<file path="src/rtl/param_mem_loader.sv">
// Streams in_valid/in_data words into a DEPTH x WIDTH memory through an IDLE/LOAD/DONE FSM, with a registered read port.
// Defining MEM_LOADER_CKSUM_EN adds a cksum output: the running XOR of every word written during the current pass.
module param_mem_loader #(
  parameter int WIDTH  = 8,
  parameter int DEPTH  = 16,
  parameter int ADDR_W = 4
) (
  input  logic              clk,
  input  logic              rst,
  input  logic              start,
  input  logic              abort,
  input  logic              in_valid,
  input  logic [WIDTH-1:0]  in_data,
  output logic              in_ready,
  input  logic [ADDR_W-1:0] rd_addr,
  output logic [WIDTH-1:0]  rd_data,
  output logic              busy,
  output logic              done,
  output logic [ADDR_W:0]   count
`ifdef MEM_LOADER_CKSUM_EN
  ,
  output logic [WIDTH-1:0]  cksum
`endif
);

  typedef enum logic [1:0] {IDLE, LOAD, DONE} state_t;

  localparam logic [ADDR_W:0] LAST_CNT  = (ADDR_W+1)'(DEPTH - 1);
  localparam logic [ADDR_W:0] DEPTH_CNT = (ADDR_W+1)'(DEPTH);

  state_t            state;
  state_t            state_next;
  logic [ADDR_W-1:0] ptr;
  logic              xfer;
  logic              enter_load;
  logic [WIDTH-1:0]  mem [0:DEPTH-1];

  // NOTE: sequential state uses non-blocking (<=) so every register samples pre-edge values.
  always_ff @(posedge clk) begin
    if (rst) state <= IDLE;
    else     state <= state_next;
  end

  // NOTE: every always_comb output gets a default first so no path can infer a latch.
  always_comb begin
    state_next = state;
    xfer       = 1'b0;
    enter_load = 1'b0;
    case (state)
      IDLE, DONE: begin
        if (start) begin
          state_next = LOAD;
          enter_load = 1'b1;
        end
      end
      LOAD: begin
        // abort takes priority over a transfer presented on the same cycle
        if (abort) begin
          state_next = IDLE;
        end else if (in_valid) begin
          xfer = 1'b1;
          if (count == LAST_CNT) state_next = DONE;
        end
      end
      default: state_next = IDLE;
    endcase
  end

  assign in_ready = (state == LOAD);
  assign busy     = (state == LOAD);
  assign done     = (state == DONE);

  // count saturates at DEPTH by construction: the transfer that reaches DEPTH also leaves LOAD
  always_ff @(posedge clk) begin
    if (rst) begin
      ptr   <= '0;
      count <= '0;
    end else if (enter_load) begin
      ptr   <= '0;
      count <= '0;
    end else if (xfer) begin
      ptr   <= ptr + 1'b1;
      count <= count + 1'b1;
    end
  end

  // NOTE: the memory array has no reset; contents survive rst, and the array maps onto plain RAM.
  always_ff @(posedge clk) begin
    if (xfer && !rst) mem[ptr] <= in_data;
  end

  // A read of the address being written on the same edge returns the old word.
  always_ff @(posedge clk) begin
    if (rst)                           rd_data <= '0;
    else if ({1'b0, rd_addr} < DEPTH_CNT) rd_data <= mem[rd_addr];
    else                               rd_data <= '0;
  end

`ifdef MEM_LOADER_CKSUM_EN
  always_ff @(posedge clk) begin
    if (rst || enter_load) cksum <= '0;
    else if (xfer)         cksum <= cksum ^ in_data;
  end
`endif

endmodule

</file>
<file path="config.mk">
export PLATFORM = sky130hd
export DESIGN_NAME = param_mem_loader
export DESIGN_NICKNAME = d
export VERILOG_FILES = /design/src/rtl/param_mem_loader.sv
export SDC_FILE = /design/constraint.sdc
export NUM_CORES = 1
export LEC_CHECK = 0
export CORE_MARGIN = 2
export CORE_UTILIZATION = 35
export DETAILED_ROUTE_END_ITERATION = 10
export DONT_BUFFER_PORTS = 1
export PLACE_DENSITY_LB_ADDON = 0.2
export SLEW_MARGIN = 20
export SYNTH_ARGS = -nofsm -noshare
export SYNTH_HDL_FRONTEND = slang
export SYNTH_SLANG_ARGS = --single-unit
</file>
<file path="constraint.sdc">
create_clock -name clk -period 2.7 [get_ports clk]
set_clock_uncertainty 0.1 [all_clocks]
set_input_delay 0.405 -clock clk [delete_from_list [all_inputs] [get_ports clk]]
set_output_delay 0.405 -clock clk [all_outputs]
set_load 0.03 [all_outputs]
</file>
# Yosys cells after proc, flatten, opt, wreduce, memory -nomap -nowiden

Memory sizes are Yosys's and may differ from the RTL's. A register that Yosys moved wholly into a read port is not among the register bits.
Index checks and enable logic that the tools add are counted.

Register bits after elaboration: 11
RAM bits: 128
Output and inout port bits: 16
Logic and storage cells: 30
Memories kept: 1

Memory list:

| name | words | width | read ports | clocked after memory_dff | wr ports | line | source |
|---|---|---|---|---|---|---|---|
| mem  | 16    | 8     | 1          | 1                        | 1        | 36   | `logic [WIDTH-1:0] mem [0:DEPTH-1];` |

$add $sub $neg: 2
Equality and inequality tests: 6
Mux-type cells: 12
Reductions and logical operators: 6

Operators with widths:

| cell                | count |
|---|---|
| $mux 2              | 4 |
| $mux 1              | 7 |
| $add 5x1->5 const B | 1 |
| $eq 5x4->1 const B  | 1 |
| $add 4x1->4 const B | 1 |
| $pmux 2 s2          | 1 |
| $reduce_or 2->1     | 2 |
| $ne 3x2->1 const B  | 1 |
| $ne 3x3->1 const B  | 1 |
| $reduce_and 3->1    | 1 |
| $eq 2x1->1 const B  | 1 |
| $eq 2x2->1 const B  | 1 |
| $logic_not 2->1     | 1 |
| $ne 2x2->1 const B  | 1 |
| $logic_and 1x1->1   | 1 |
| $logic_not 1->1     | 1 |

# Longest topological paths before layout

Word-level depth: 6
Depth in mapped cells: 7
Gate-level depth less buffers: 7

# Worst setup path after synthesis

OpenSTA, ideal clock, no wires.

Path kind: input port to flip-flop
Start point: in abort
End point: mem mem[0][0], enable pin
Library setup time: 0.383 ns
Arrival: 1.572 ns
Data required time: 2.217 ns
Slack: 0.644 ns
Stages on the path: 4
Path buffers: 0
Cell sequence: and4bb_2 > and2b_1 > nand2_1 > nor3_1

Word-level cells in the longest chain between the ends: 5

Ends and longest elaborated chain:

| what                         | line | source |
|---|---|---|
| start, declared              | 11   | `input logic abort,` |
| $mux 1                       | 58   | `if (abort) begin` |
| $mux 1                       | 49   | `case (state)` |
| $logic_and 1x1->1            | 89   | `if (xfer && !rst) mem[ptr] <= in_data;` |
| $mux 1                       | 89   |  |
| $mux 1 (not written as such) | 89   |  |
| end, declared                | 36   |  |

Every way passes these cells.

# Worst setup path in the final report

Start point: reg state[1]
End point: mem mem[3][6], enable pin

Word-level cells in the longest chain between the ends: 5

Ends and longest elaborated chain:

| what                         | line | source |
|---|---|---|
| start, declared              | 31   | `state_t state;` |
| start signal, assigned       | 41   | `else state <= state_next;` |
| $eq 2x1->1                   | 49   |  |
| $mux 1                       | 49   |  |
| $logic_and 1x1->1            | 89   |  |
| $mux 1                       | 89   |  |
| $mux 1 (not written as such) | 89   |  |

Every way passes these cells.

==> flow_metrics.tcl <==
set metrics [dict create \
    outcome "finished clean" \
    num_antenna_cells 0 \
    synth_area_leader_cell "edfxtp_1" \
    final_cell_mix "edfxtp_1 (128), mux2i_1 (61), nor2_1 (27)" \
    routed_wl_um 12400 \
    synth.distinct_cells 35 \
    drt_iter0_drc 254 \
    vias_per_cell 4.85 \
    placement.io_buffers 0 \
    cts_root_buf "clkbuf_16" \
    grtUsageTotal_pct 15.0 \
    overflow 0 \
    grt_pass1_wl_um 19200 \
    io-pin-count 33 \
    tightest_slew_ns 0.719 \
    die_x_um 133 \
    hold_viol 0 \
    cp.buffers_inverters 1 \
    ant_nets 0 \
    power.share.switching_pct 18.6 \
    max-cap-violations 0 \
    clkPwrFrac_pct 49.7 \
    finalPower_w 0.00532 \
    cts_resized 0 \
    yosysSeqAreaShare_pct 72.5 \
    first_pass_iters 4 \
    cts_buffer_depth 2 \
    syn-num-nets 388 \
    synthFlopType "edfxtp_1" \
    clkTransAtPathRegs_ns 0.06 \
    ys_top_cells_by_area "edfxtp_1 (66%), mux2i_1 (10%), dfxtp_1 (6.5%)" \
    arrival_ns 2.07 \
    seqPwrFrac_pct 47.2 \
    place.gp.congestion 0.767 \
    leakagePower_nw 2.44 \
    final_common_cell "edfxtp_1" \
    ys_async_sr_fraction_pct 0 \
    wl_per_cell_um 19.7 \
    final_max_slew_viol_count 0 \
    postSynthAreaPerCell_um2 16.0 \
    path_delay_family "simple AND/OR/NAND/NOR gates" \
    die_area_mm2 0.0177 \
    cts_made_buffers 17 \
    setup_viol 0 \
    p_switching_w 0.000988 \
    cts_tree "built" \
    grt_pass1_vias 3166 \
    cp-start-kind "register" \
    vias 3057 \
    cp_slowest_cell "and4bb_2" \
    cp.required_ns 2.73 \
    drive_gt1_share_pct 12.7 \
    timing.slew.headroom_pct 51.9 \
    synth_edf_count 128 \
    setup_ws_ns 0.658 \
    intPower_w 0.00433 \
    dp_hpwl_um 7850 \
    crit_type "register to register" \
    fin_util_pct 41.9 \
    antenna_found_initial 0 \
    clock-sinks 147 \
    critPathMaxStageDelay_ns 0.49 \
    initial_utilization_pct 35.5 \
    rsz0062_at_grt "false" \
    synth_warnings 0 \
    placementRows 47 \
    cp_cell_sequence "and4bb_2 -> and2b_1 -> nand2_1 -> nor3_1 -> buf_4" \
    grt_max_degree 57 \
    worstSkewPairLatency_ns 0.42 \
    tns_ns 0 \
    cts.htree.levels 4 \
    drcViolationCount 0 \
    area_growth_syn_to_layout_pct 18.1 \
    clock.fmax_ghz 0.490 \
    fin_nets 420 \
    comb_power_share_pct 3.1 \
    hp-class "input port to register" \
    synth_top_area_share_pct 66.0 \
    die_y_um 133 \
    pwr_density_cell_mw_per_mm2 773 \
    min_period_ns 2.04 \
    ir_drop_uv 487 \
    syn-cell-area_mm2 0.00582 \
    coreArea_mm2 0.0164 \
    finalCritPeriodShare_pct 75.6 \
    cp_max_fo 12 \
    worst_setup_path_end_kind "register" \
    place_ws_ns 0.616 \
    ys_ff_latch 147 \
    synthCells 365 \
]
## metal layers
layer	track usage [%]	wire, µm
met5	0	0
met4	4.96	140
met3	4.87	645
met2	23.2	5960
met1	19.9	5670
## registers in the layout (all words and copies together) (netlist names)
name     count
count        5
mem        128
ptr          4
rd_data      8
state        2
## synth_stat cells, types with 3 or more instances
master    count
edfxtp_1    128
mux2i_1      61
nor2_1       27
a22oi_1      25
dfxtp_1      19
nand2_1      19
o21ai_1       9
nand3_1       8
ha_1          6
nand2b_1      6
buf_2         5
buf_4         5
nor2b_1       5
nor3_1        5
inv_1         4
xor2_1        4
a21oi_1       3
buf_6         3
## metrics by stage
step           area [µm²]  instances  hold WS (ns)
2_1_floorplan        5820        365         0.374
3_3_place_gp         6120        589         0.379
3_5_place_dp         6120        589         0.382
4_1_cts              6880        630        0.0473
5_1_grt              6880        630        0.0580
6_report             6880        630        0.0691
## power by group through the flow
stage / registers, W / logic, W / clock network, W
after floorplan: 0.00256 / 0.000130 / 0
after global placement: 0.00256 / 0.000124 / 0
after detailed placement: 0.00256 / 0.000124 / 0
after CTS: 0.00251 / 0.000167 / 0.00270
after global routing: 0.00251 / 0.000180 / 0.00278
final: 0.00251 / 0.000164 / 0.00264
## kinds of logic after synthesis
kind of cell	after synthesis	share of synthesized area, %
buf+inv	22	2.71
xor+xnor	6	0.902
fa+ha+maj	6	1.29
mux	63	11.3
flops	147	72.5
simple gates	78	6.27
compound gates	43	4.98
## final timing paths
path                  from        end  slack (ns)  cells after the start
hold / removal       start   state[0]        0.07                      2
setup reg to reg  state[1]  mem[3][6]        0.66                      5
hold reg to reg     ptr[1]     ptr[3]        0.49                      3
setup / recovery  state[1]  mem[3][6]        0.66                      5
## cell type report
| cell class | count | area [µm²] |
|---|---|---|
| repair buffers | 31 | 255 |
| multi-input cells | 196 | 1440 |
| clock inverters | 9 | 200 |
| clock buffers | 23 | 468 |
| inverters | 4 | 15.0 |
| fillers | 1469 | 9530 |
| well taps | 220 | 275 |
| flip-flops and latches | 147 | 4220 |
## timing repair
item                                   4_1_cts  5_1_grt
setup endpoints to repair                    0        0
endpoints found under the hold margin      130        0
buffers inserted                             0        0
hold buffers                                 9        0
(Power assumes the default switching activity.)
